**config.mk**
```make
export PLATFORM = sky130hd
export DESIGN_NAME = ysyx_23060061_arbiter
export DESIGN_NICKNAME = d
export VERILOG_FILES = /design/src/rtl/ysyx_23060061_arbiter.sv
export SDC_FILE = /design/constraint.sdc
export NUM_CORES = 1
export LEC_CHECK = 0
export CAP_MARGIN = 20
export CORE_AREA = 5 5 137 139
export CTS_CLUSTER_DIAMETER = 40
export DETAILED_ROUTE_END_ITERATION = 8
export DIE_AREA = 0 0 142 144
export PLACE_DENSITY = 0.47
export SYNTH_ARGS = -nofsm -noshare
export SYNTH_HDL_FRONTEND = slang
export SYNTH_SLANG_ARGS = --single-unit
```
**constraint.sdc**
```tcl
create_clock -name clk -period 2.4 [get_ports clk]
set_input_delay 0.24 -clock clk [delete_from_list [all_inputs] [get_ports clk]]
set_output_delay 0.24 -clock clk [all_outputs]
set_load 0.1 [all_outputs]
```
**src/rtl/ysyx_23060061_arbiter.sv**
```systemverilog
// Arbiter: grants the single crossbar master port to IFU reads, LSU reads or LSU writes, one transaction at a time.
// Latency: a grant takes effect 1 cycle after the request is sampled in IDLE; once granted, channels pass through combinationally.
// Backpressure: ready/valid pass straight through to the owning master; non-owners see all-zero outputs until the bus frees.
// Optional feature: define YSYX_23060061_ARBITER_RR_EN to alternate IFU/LSU on simultaneous requests (last-grant register).
module ysyx_23060061_arbiter (
    input  logic        clk,
    input  logic        rst,
    // IFU read-address / read-data channels
    input  logic [31:0] ifu_araddr,
    input  logic        ifu_arvalid,
    output logic        ifu_arready,
    output logic [31:0] ifu_rdata,
    output logic [1:0]  ifu_rresp,
    output logic        ifu_rvalid,
    input  logic        ifu_rready,
    // LSU read channels
    input  logic [31:0] lsu_araddr,
    input  logic        lsu_arvalid,
    output logic        lsu_arready,
    output logic [31:0] lsu_rdata,
    output logic [1:0]  lsu_rresp,
    output logic        lsu_rvalid,
    input  logic        lsu_rready,
    // LSU write channels
    input  logic [31:0] lsu_awaddr,
    input  logic        lsu_awvalid,
    output logic        lsu_awready,
    input  logic [31:0] lsu_wdata,
    input  logic [3:0]  lsu_wstrb,
    input  logic        lsu_wvalid,
    output logic        lsu_wready,
    output logic [1:0]  lsu_bresp,
    output logic        lsu_bvalid,
    input  logic        lsu_bready,
    // master port to the crossbar
    output logic [31:0] araddr,
    output logic        arvalid,
    input  logic        arready,
    input  logic [31:0] rdata,
    input  logic [1:0]  rresp,
    input  logic        rvalid,
    output logic        rready,
    output logic [31:0] awaddr,
    output logic        awvalid,
    input  logic        awready,
    output logic [31:0] wdata,
    output logic [3:0]  wstrb,
    output logic        wvalid,
    input  logic        wready,
    input  logic [1:0]  bresp,
    input  logic        bvalid,
    output logic        bready
);

    typedef enum logic [1:0] {
        S_IDLE  = 2'd0,
        S_IFU   = 2'd1,
        S_LSU_R = 2'd2,
        S_LSU_W = 2'd3
    } state_e;

    state_e state_q, state_d;

    // A write needs both address and data offered before it is granted.
    logic lsu_wr_req, lsu_rd_req, ifu_rd_req;
    assign lsu_wr_req = lsu_awvalid && lsu_wvalid;
    assign lsu_rd_req = lsu_arvalid;
    assign ifu_rd_req = ifu_arvalid;

`ifdef YSYX_23060061_ARBITER_RR_EN
    // 1 when the IFU was the most recent master granted, 0 when the LSU was.
    logic last_ifu_q, last_ifu_d;

    // State and last-grant registers; reset forgets any in-flight transaction.
    always_ff @(posedge clk) begin
        if (!rst) begin
            state_q    <= S_IDLE;
            last_ifu_q <= 1'b0;
        end else begin
            state_q    <= state_d;
            last_ifu_q <= last_ifu_d;
        end
    end
`else
    // State register; reset forgets any in-flight transaction.
    always_ff @(posedge clk) begin
        if (!rst) state_q <= S_IDLE;
        else      state_q <= state_d;
    end
`endif

    // Next state: arbitrate only from IDLE, release the bus on the final response handshake.
    always_comb begin
        state_d = state_q;
        case (state_q)
            S_IDLE: begin
`ifdef YSYX_23060061_ARBITER_RR_EN
                // On a tie the IFU wins only if the LSU was served last; otherwise fall through to LSU-first.
                if (ifu_rd_req && (lsu_wr_req || lsu_rd_req) && !last_ifu_q) state_d = S_IFU;
                else if (lsu_wr_req) state_d = S_LSU_W;
`else
                if (lsu_wr_req)      state_d = S_LSU_W;
`endif
                else if (lsu_rd_req) state_d = S_LSU_R;
                else if (ifu_rd_req) state_d = S_IFU;
            end
            S_IFU:   if (rvalid && ifu_rready) state_d = S_IDLE;
            S_LSU_R: if (rvalid && lsu_rready) state_d = S_IDLE;
            S_LSU_W: if (bvalid && lsu_bready) state_d = S_IDLE;
            default: state_d = S_IDLE;
        endcase
    end

`ifdef YSYX_23060061_ARBITER_RR_EN
    // Record which side received the grant whenever the bus leaves IDLE.
    always_comb begin
        last_ifu_d = last_ifu_q;
        if (state_q == S_IDLE && state_d != S_IDLE) last_ifu_d = (state_d == S_IFU);
    end
`endif

    // Output routing: connect only the owner's channels, everything else driven to 0.
    always_comb begin
        ifu_arready = 1'b0;
        ifu_rdata   = 32'h0;
        ifu_rresp   = 2'b00;
        ifu_rvalid  = 1'b0;
        lsu_arready = 1'b0;
        lsu_rdata   = 32'h0;
        lsu_rresp   = 2'b00;
        lsu_rvalid  = 1'b0;
        lsu_awready = 1'b0;
        lsu_wready  = 1'b0;
        lsu_bresp   = 2'b00;
        lsu_bvalid  = 1'b0;
        araddr      = 32'h0;
        arvalid     = 1'b0;
        rready      = 1'b0;
        awaddr      = 32'h0;
        awvalid     = 1'b0;
        wdata       = 32'h0;
        wstrb       = 4'h0;
        wvalid      = 1'b0;
        bready      = 1'b0;
        case (state_q)
            S_IFU: begin
                araddr      = ifu_araddr;
                arvalid     = ifu_arvalid;
                ifu_arready = arready;
                ifu_rdata   = rdata;
                ifu_rresp   = rresp;
                ifu_rvalid  = rvalid;
                rready      = ifu_rready;
            end
            S_LSU_R: begin
                araddr      = lsu_araddr;
                arvalid     = lsu_arvalid;
                lsu_arready = arready;
                lsu_rdata   = rdata;
                lsu_rresp   = rresp;
                lsu_rvalid  = rvalid;
                rready      = lsu_rready;
            end
            S_LSU_W: begin
                awaddr      = lsu_awaddr;
                awvalid     = lsu_awvalid;
                lsu_awready = awready;
                wdata       = lsu_wdata;
                wstrb       = lsu_wstrb;
                wvalid      = lsu_wvalid;
                lsu_wready  = wready;
                lsu_bresp   = bresp;
                lsu_bvalid  = bvalid;
                bready      = lsu_bready;
            end
            default: ;
        endcase
    end

endmodule

```
==> results of run 1 <==
## worst paths after layout
| check | to | start | cells after the start |
|---|---|---|---|
| worst max-delay path | araddr[6] | state_q[1] | 6 |
| worst min register to register | state_q[0] | state_q[0] | 2 |
| worst min-delay path | state_q[0] | state_q[0] | 2 |
| worst max register to register | state_q[0] | state_q[1] | 6 |
## cell families after synthesis
kind of cell	count (synthesis)
buffers and inverters	29
DFF	2
adders and majority gates	6
muxes	1
and+or+nand+nor	189
AOI/OAI and AO/OA	41
## worst register-to-register path: cells and delay by family (launching register included)
family | cells | cell delay (ns)
AOI/OAI and AO/OA | 2 | 0.52
DFF | 1 | 0.39
buffers and inverters | 2 | 0.31
adders and majority gates | 1 | 0.28
muxes | 1 | 0.21
## through the flow
| step | setup slack (ns) | utilization, % | std cells | area [um^2] |
|---|---|---|---|---|
| 6_report | 0.322 | 43.5 | 843 | 7620 |
| 5_1_grt | 0.173 | 43.5 | 843 | 7620 |
| 4_1_cts | 0.306 | 43.5 | 843 | 7620 |
| 3_5_place_dp | 0.547 | 43.0 | 840 | 7550 |
| 3_3_place_gp | 0.589 | 43.0 | 840 | 7550 |
| 2_1_floorplan | 0.237 | - | 268 | 1840 |
## power by group
part,total (mW),internal [mW],switching [mW]
clock,0.251,0.212,0.0387
combinational,9.16,3.27,5.89
sequential,0.0726,0.0511,0.0215
total,9.48,3.53,5.95
## per-layer routing
metal | routed length, um | global-route usage (%) | share of wire, % | up-vias
met5 | 0 | 0 | 0 | -
met4 | 355 | 3.59 | 2.4 | 0
met3 | 1270 | 4.83 | 8.4 | 22
met2 | 8220 | 25.4 | 55 | 164
met1 | 5160 | 14.6 | 34 | 1378
li1 | - | - | - | 1554
## area by class of cell
cell class	instances	area (um^2)	share of cell area [%]
flip-flops and latches	2	40.0	0.525
clock buffers	3	75.1	0.985
repair buffers	370	5530	72.6
well taps	229	287	3.76
inverters	2	7.51	0.0985
multi-input cells	237	1680	22.1
## placed cells by master, fill, tap and decap left out
cell type / count
a21oi_1: 1
dfxtp_1: 2
buf_12: 184
buf_4: 5
a21boi_4: 1
a21o_1: 1
clkdlybuf4s50_1: 181
nor2b_2: 34
ha_1: 4
a2111oi_4: 1
ha_2: 2
clkbuf_16: 3
o2bb2ai_1: 1
nor2_1: 1
inv_1: 2
mux2i_1: 1
nor2b_1: 1
a22oi_1: 34
nor3_1: 1
and2_1: 148
nand2_1: 4
a21boi_1: 2
==> impl_metrics.tcl, run 1 <==
set metrics [dict create \
    synthCells 268 \
    regMostFlops "state_q" \
    dr.pass1.iters 4 \
    die_y_um 144 \
    io_buffers 363 \
    clk_pin_slew_worst_paths_ns 0.03 \
    drv_cap 0 \
    cts_buffer_depth 2 \
    max_freq_ghz 0.481 \
    synth_most_common_cell "and2_1" \
    worstMarginPinSlew_ns 0.376 \
    wl_per_cell_um 17.8 \
    track_usage_pct 13.6 \
    hold_viol_final 0 \
    postCtsSetupBuffers 0 \
    root_buffer "clkbuf_16" \
    drt_iter0_drc 113 \
    vias_per_cell 3.70 \
    hpwlAfterDp_mm 13.6 \
    grt_max_degree 62 \
    largest_reg_flops 2 \
    ys_warn_count 0 \
    synthTopCellsByCount "and2_1 (148), nor2b_1 (35), a22oi_1 (34), clkbuf_1 (24), ha_1 (6)" \
    drc_errors 0 \
    drv_slew 0 \
    fillers 1698 \
    synth-compound-area-share_pct 19.3 \
    routed_wl_mm 15.0 \
    holdWs_ns 0.504 \
    yosys-top-cells-area "and2_1 (53%), a22oi_1 (15%), nor2b_1 (13%)" \
    nNetsFinal 804 \
    drive_above_1_share_pct 37.5 \
    syn_area_per_cell_um2 6.53 \
    clock_latency_ns 0.22 \
    synth-edff-count 0 \
    antenna_found_initial 0 \
    clock_skew_ns 0.000800 \
    path_delay_family "buffers and inverters" \
    p_leak_nw 2.93 \
    clkSinkCount 2 \
    crit_fanout 20 \
    syn-num-nets 456 \
    critPathArrivalTime_ns 1.84 \
    async_flop_share_pct 0 \
    hold_path_class "reg2reg" \
    grt_pass1_wl_mm 21.4 \
    core_mm2 0.0175 \
    yosysTopAreaCell "and2_1" \
    cp_slowest_cell "ha_2" \
    grt_pass1_vias 3396 \
    die_w_um 142 \
    critical_path_buf_inv_count 3 \
    worstPathRequired_ns 2.16 \
    peakVddDrop_v 0.000547 \
    fin_tns_setup_ns 0 \
    io_pins 364 \
    die-area_mm2 0.0204 \
    powerDensity_mw_per_mm2 1240 \
    crit_type "reg2out" \
    endpoint_kind "primary output" \
    setup_viol 0 \
    r2r_slack_ns 0.62 \
    critPathMaxStageDelay_ns 0.37 \
    synth_xor_xnor_area_share_pct 0 \
    place_congestion 0.883 \
    muxShareOfSynthArea_pct 0.572 \
    start_kind "register" \
    diodes 0 \
    synth_top_family_by_area "simple AND/OR/NAND/NOR gates" \
    ctsHoldBuffers 0 \
    synth-seq-cells 2 \
    area_growth_pct 336 \
    synth-main-ff-cell "dfxtp_1" \
    yosys.area_share.simple_pct 66.8 \
    status "finished, final reports clean" \
    crit_path_cell_trace "inv_1 > ha_2 > buf_4 > a22oi_1 > nor2b_2 > buf_12" \
    slew-limit-headroom_pct 74.9 \
    ys_types 19 \
    reg_top3 "state_q: 2 flops" \
    synthAdderAreaFrac_pct 4.29 \
    rows 49 \
    antenna_left 0 \
    grt_setup_unrepaired "false" \
    start_util_pct 9.98 \
    netlist.area_leader.share_pct 52.9 \
    fin_crit_ns 2.08 \
    power_mw 9.48 \
    vias 3118 \
    yosysSeqAreaShare_pct 2.29 \
    grt_overflow 0 \
    cts_htree_levels 1 \
    syn_area_mm2 0.00175 \
    cts_buffers 3 \
    post-route-period-util_pct 86.6 \
    cts_tree "done" \
    cts_resized 0 \
]
No activity file was read; power rests on OpenSTA's default activity.
==> run 2, diff against run 1 <==
--- a/config.mk
+++ b/config.mk
@@ -5,6 +5,7 @@
 export SDC_FILE = /design/constraint.sdc
 export NUM_CORES = 1
 export LEC_CHECK = 0
+export ABC_CLOCK_PERIOD_IN_PS = 2400
 export CAP_MARGIN = 20
 export CORE_AREA = 5 5 137 139
 export CTS_CLUSTER_DIAMETER = 40
==> results of run 2 <==
Final layout, timing and power as in run 1 (identical DEF).
==> run 3, diff against run 2 <==
--- a/config.mk
+++ b/config.mk
@@ -11,7 +11,7 @@
 export CTS_CLUSTER_DIAMETER = 40
 export DETAILED_ROUTE_END_ITERATION = 8
 export DIE_AREA = 0 0 142 144
-export PLACE_DENSITY = 0.47
+export PLACE_DENSITY_LB_ADDON = 0.1
 export SYNTH_ARGS = -nofsm -noshare
 export SYNTH_HDL_FRONTEND = slang
 export SYNTH_SLANG_ARGS = --single-unit
==> run 3 against run 2 <==
  * Critical path depth decreased by 1
  * Setup slack improved by 0.073 ns
  * Global-route usage decreased by 0.50 points
  * Final cell count unchanged
  * Sequential share of layout area unchanged
  * Non-clock buffer count unchanged
  * Die area unchanged
  * Flip-flop and latch count unchanged
  * Combinational power about the same
  * Clock power increased by 2%
  * Largest cell class unchanged
  * Largest power group unchanged
  * Highest routed layer unchanged
==> impl_metrics.tcl, run 3 (same netlist as run 1, synthesis figures left out) <==
set metrics [dict create \
    hold_viol_final 0 \
    clock_skew_ns 0.00180 \
    r2r_slack_ns 0.60 \
    clock_latency_ns 0.22 \
    dr.pass1.iters 4 \
    drv_slew 0 \
    io_pins 364 \
    vias 3149 \
    largest_reg_flops 2 \
    start_kind "register" \
    fillers 1664 \
    cts_buffer_depth 2 \
    io_buffers 363 \
    wirelength_met1_mm 4.71 \
    drv_cap 0 \
    hpwlAfterDp_mm 13.0 \
    area_growth_pct 336 \
    core_mm2 0.0175 \
    peakVddDrop_v 0.000593 \
    crit_fanout 34 \
    reg_top3 "state_q: 2 flops" \
    drive_above_1_share_pct 37.5 \
    post-route-period-util_pct 83.5 \
    min_from "state_q[0]" \
    antenna_left 0 \
    cts_htree_levels 1 \
    antenna_found_initial 0 \
    die_w_um 142 \
    cts_resized 0 \
    holdWs_ns 0.509 \
    vias_per_cell 3.74 \
    final_common_cell "buf_12" \
    worstPathRequired_ns 2.16 \
    dr_wl_met3_mm 1.57 \
    worstMarginPinSlew_ns 0.391 \
    ctsHoldBuffers 0 \
    max_freq_ghz 0.499 \
    start_util_pct 9.98 \
    slew-limit-headroom_pct 73.9 \
    r2r_cells 6 \
    fin_crit_ns 2.00 \
    postCtsSetupBuffers 0 \
    cts_buffers 3 \
    grt_overflow 0 \
    critPathArrivalTime_ns 1.76 \
    endpoint_kind "primary output" \
    routed_wl_mm 14.5 \
    die_y_um 144 \
    setup_viol 0 \
    regMostFlops "state_q" \
    dr.max_layer_used "met4" \
    track_usage_pct 13.1 \
    clkSinkCount 2 \
    hold_path_class "reg2reg" \
    die-area_mm2 0.0204 \
    p_leak_nw 2.93 \
    power_mw 9.51 \
    wl_per_cell_um 17.2 \
    diodes 0 \
    critPathLaunch "state_q[0]" \
    drt_iter0_drc 113 \
    clk_pin_slew_worst_paths_ns 0.03 \
    grt_pass1_wl_mm 21.0 \
    crit_end "araddr[10]" \
    nNetsFinal 804 \
    final_cell_mix "buf_12 (184), clkdlybuf4s50_1 (181), and2_1 (148), a22oi_1 (34), nor2b_2 (34)" \
    routed-wl-met2_mm 8.14 \
    status "finished, final reports clean" \
    rows 49 \
    cts_tree "done" \
    grt_pass1_vias 3467 \
    rr_endpoint "state_q[0]" \
    root_buffer "clkbuf_16" \
    grt_max_degree 38 \
    place_congestion 0.831 \
    crit_type "reg2out" \
    fin_tns_setup_ns 0 \
    drc_errors 0 \
    r2r-start "state_q[0]" \
    powerDensity_mw_per_mm2 1250 \
    grt_setup_unrepaired "false" \
]
[run 3: cell counts in the layout (fill, tap and decap cells not counted)]
Identical to the previous run, type by type.
[run 3: worst min-delay path by stage]
| stage | to | slack [ns] | cells past startpoint |
|---|---|---|---|
| finish | state_q[0] | 0.51 | 2 |
| global route | state_q[0] | 0.54 | 2 |
| CTS | state_q[0] | 0.52 | 2 |
| detailed placement | state_q[0] | 0.52 | 2 |
| global placement | state_q[0] | 0.50 | 2 |
| floorplan | state_q[0] | 0.39 | 2 |
[run 3: per-layer routing]
layer | track usage, % | vias to the layer above
met5 | 0 | -
met4 | 1.57 | 0
met3 | 5.72 | 7
met2 | 25.5 | 161
met1 | 13.4 | 1419
li1 | - | 1562
[run 3: cell type report]
cell class              instances  area [um^2]  area share [%]
multi-input cells             237         1680            22.1
repair buffers                370         5530            72.6
well taps                     229          287            3.76
clock buffers                   3         75.1           0.985
flip-flops and latches          2         40.0           0.525
inverters                       2         7.51          0.0985
[run 3: report_power, final]
group,internal [mW],switching (mW),leakage (nW)
sequential,0.0511,0.0219,0.0165
clock,0.212,0.0425,0.0370
combinational,3.28,5.90,2.88
total,3.54,5.97,2.93
[run 3: worst max-delay path: stages (launching register included)]
cell and delay, ns:
dfxtp_1 0.38, inv_1 0.11, ha_1 0.30, buf_4 0.28, nor2b_2 0.27, buf_12 0.19
[run 3: metrics by stage]
step | utilization [%] | instance area [um^2] | cells | setup WS (ns)
floorplan | - | 1840 | 268 | 0.237
global placement | 43.0 | 7550 | 840 | 0.641
detailed placement | 43.0 | 7550 | 840 | 0.573
CTS | 43.5 | 7620 | 843 | 0.351
global route | 43.5 | 7620 | 843 | 0.271
finish | 43.5 | 7620 | 843 | 0.395
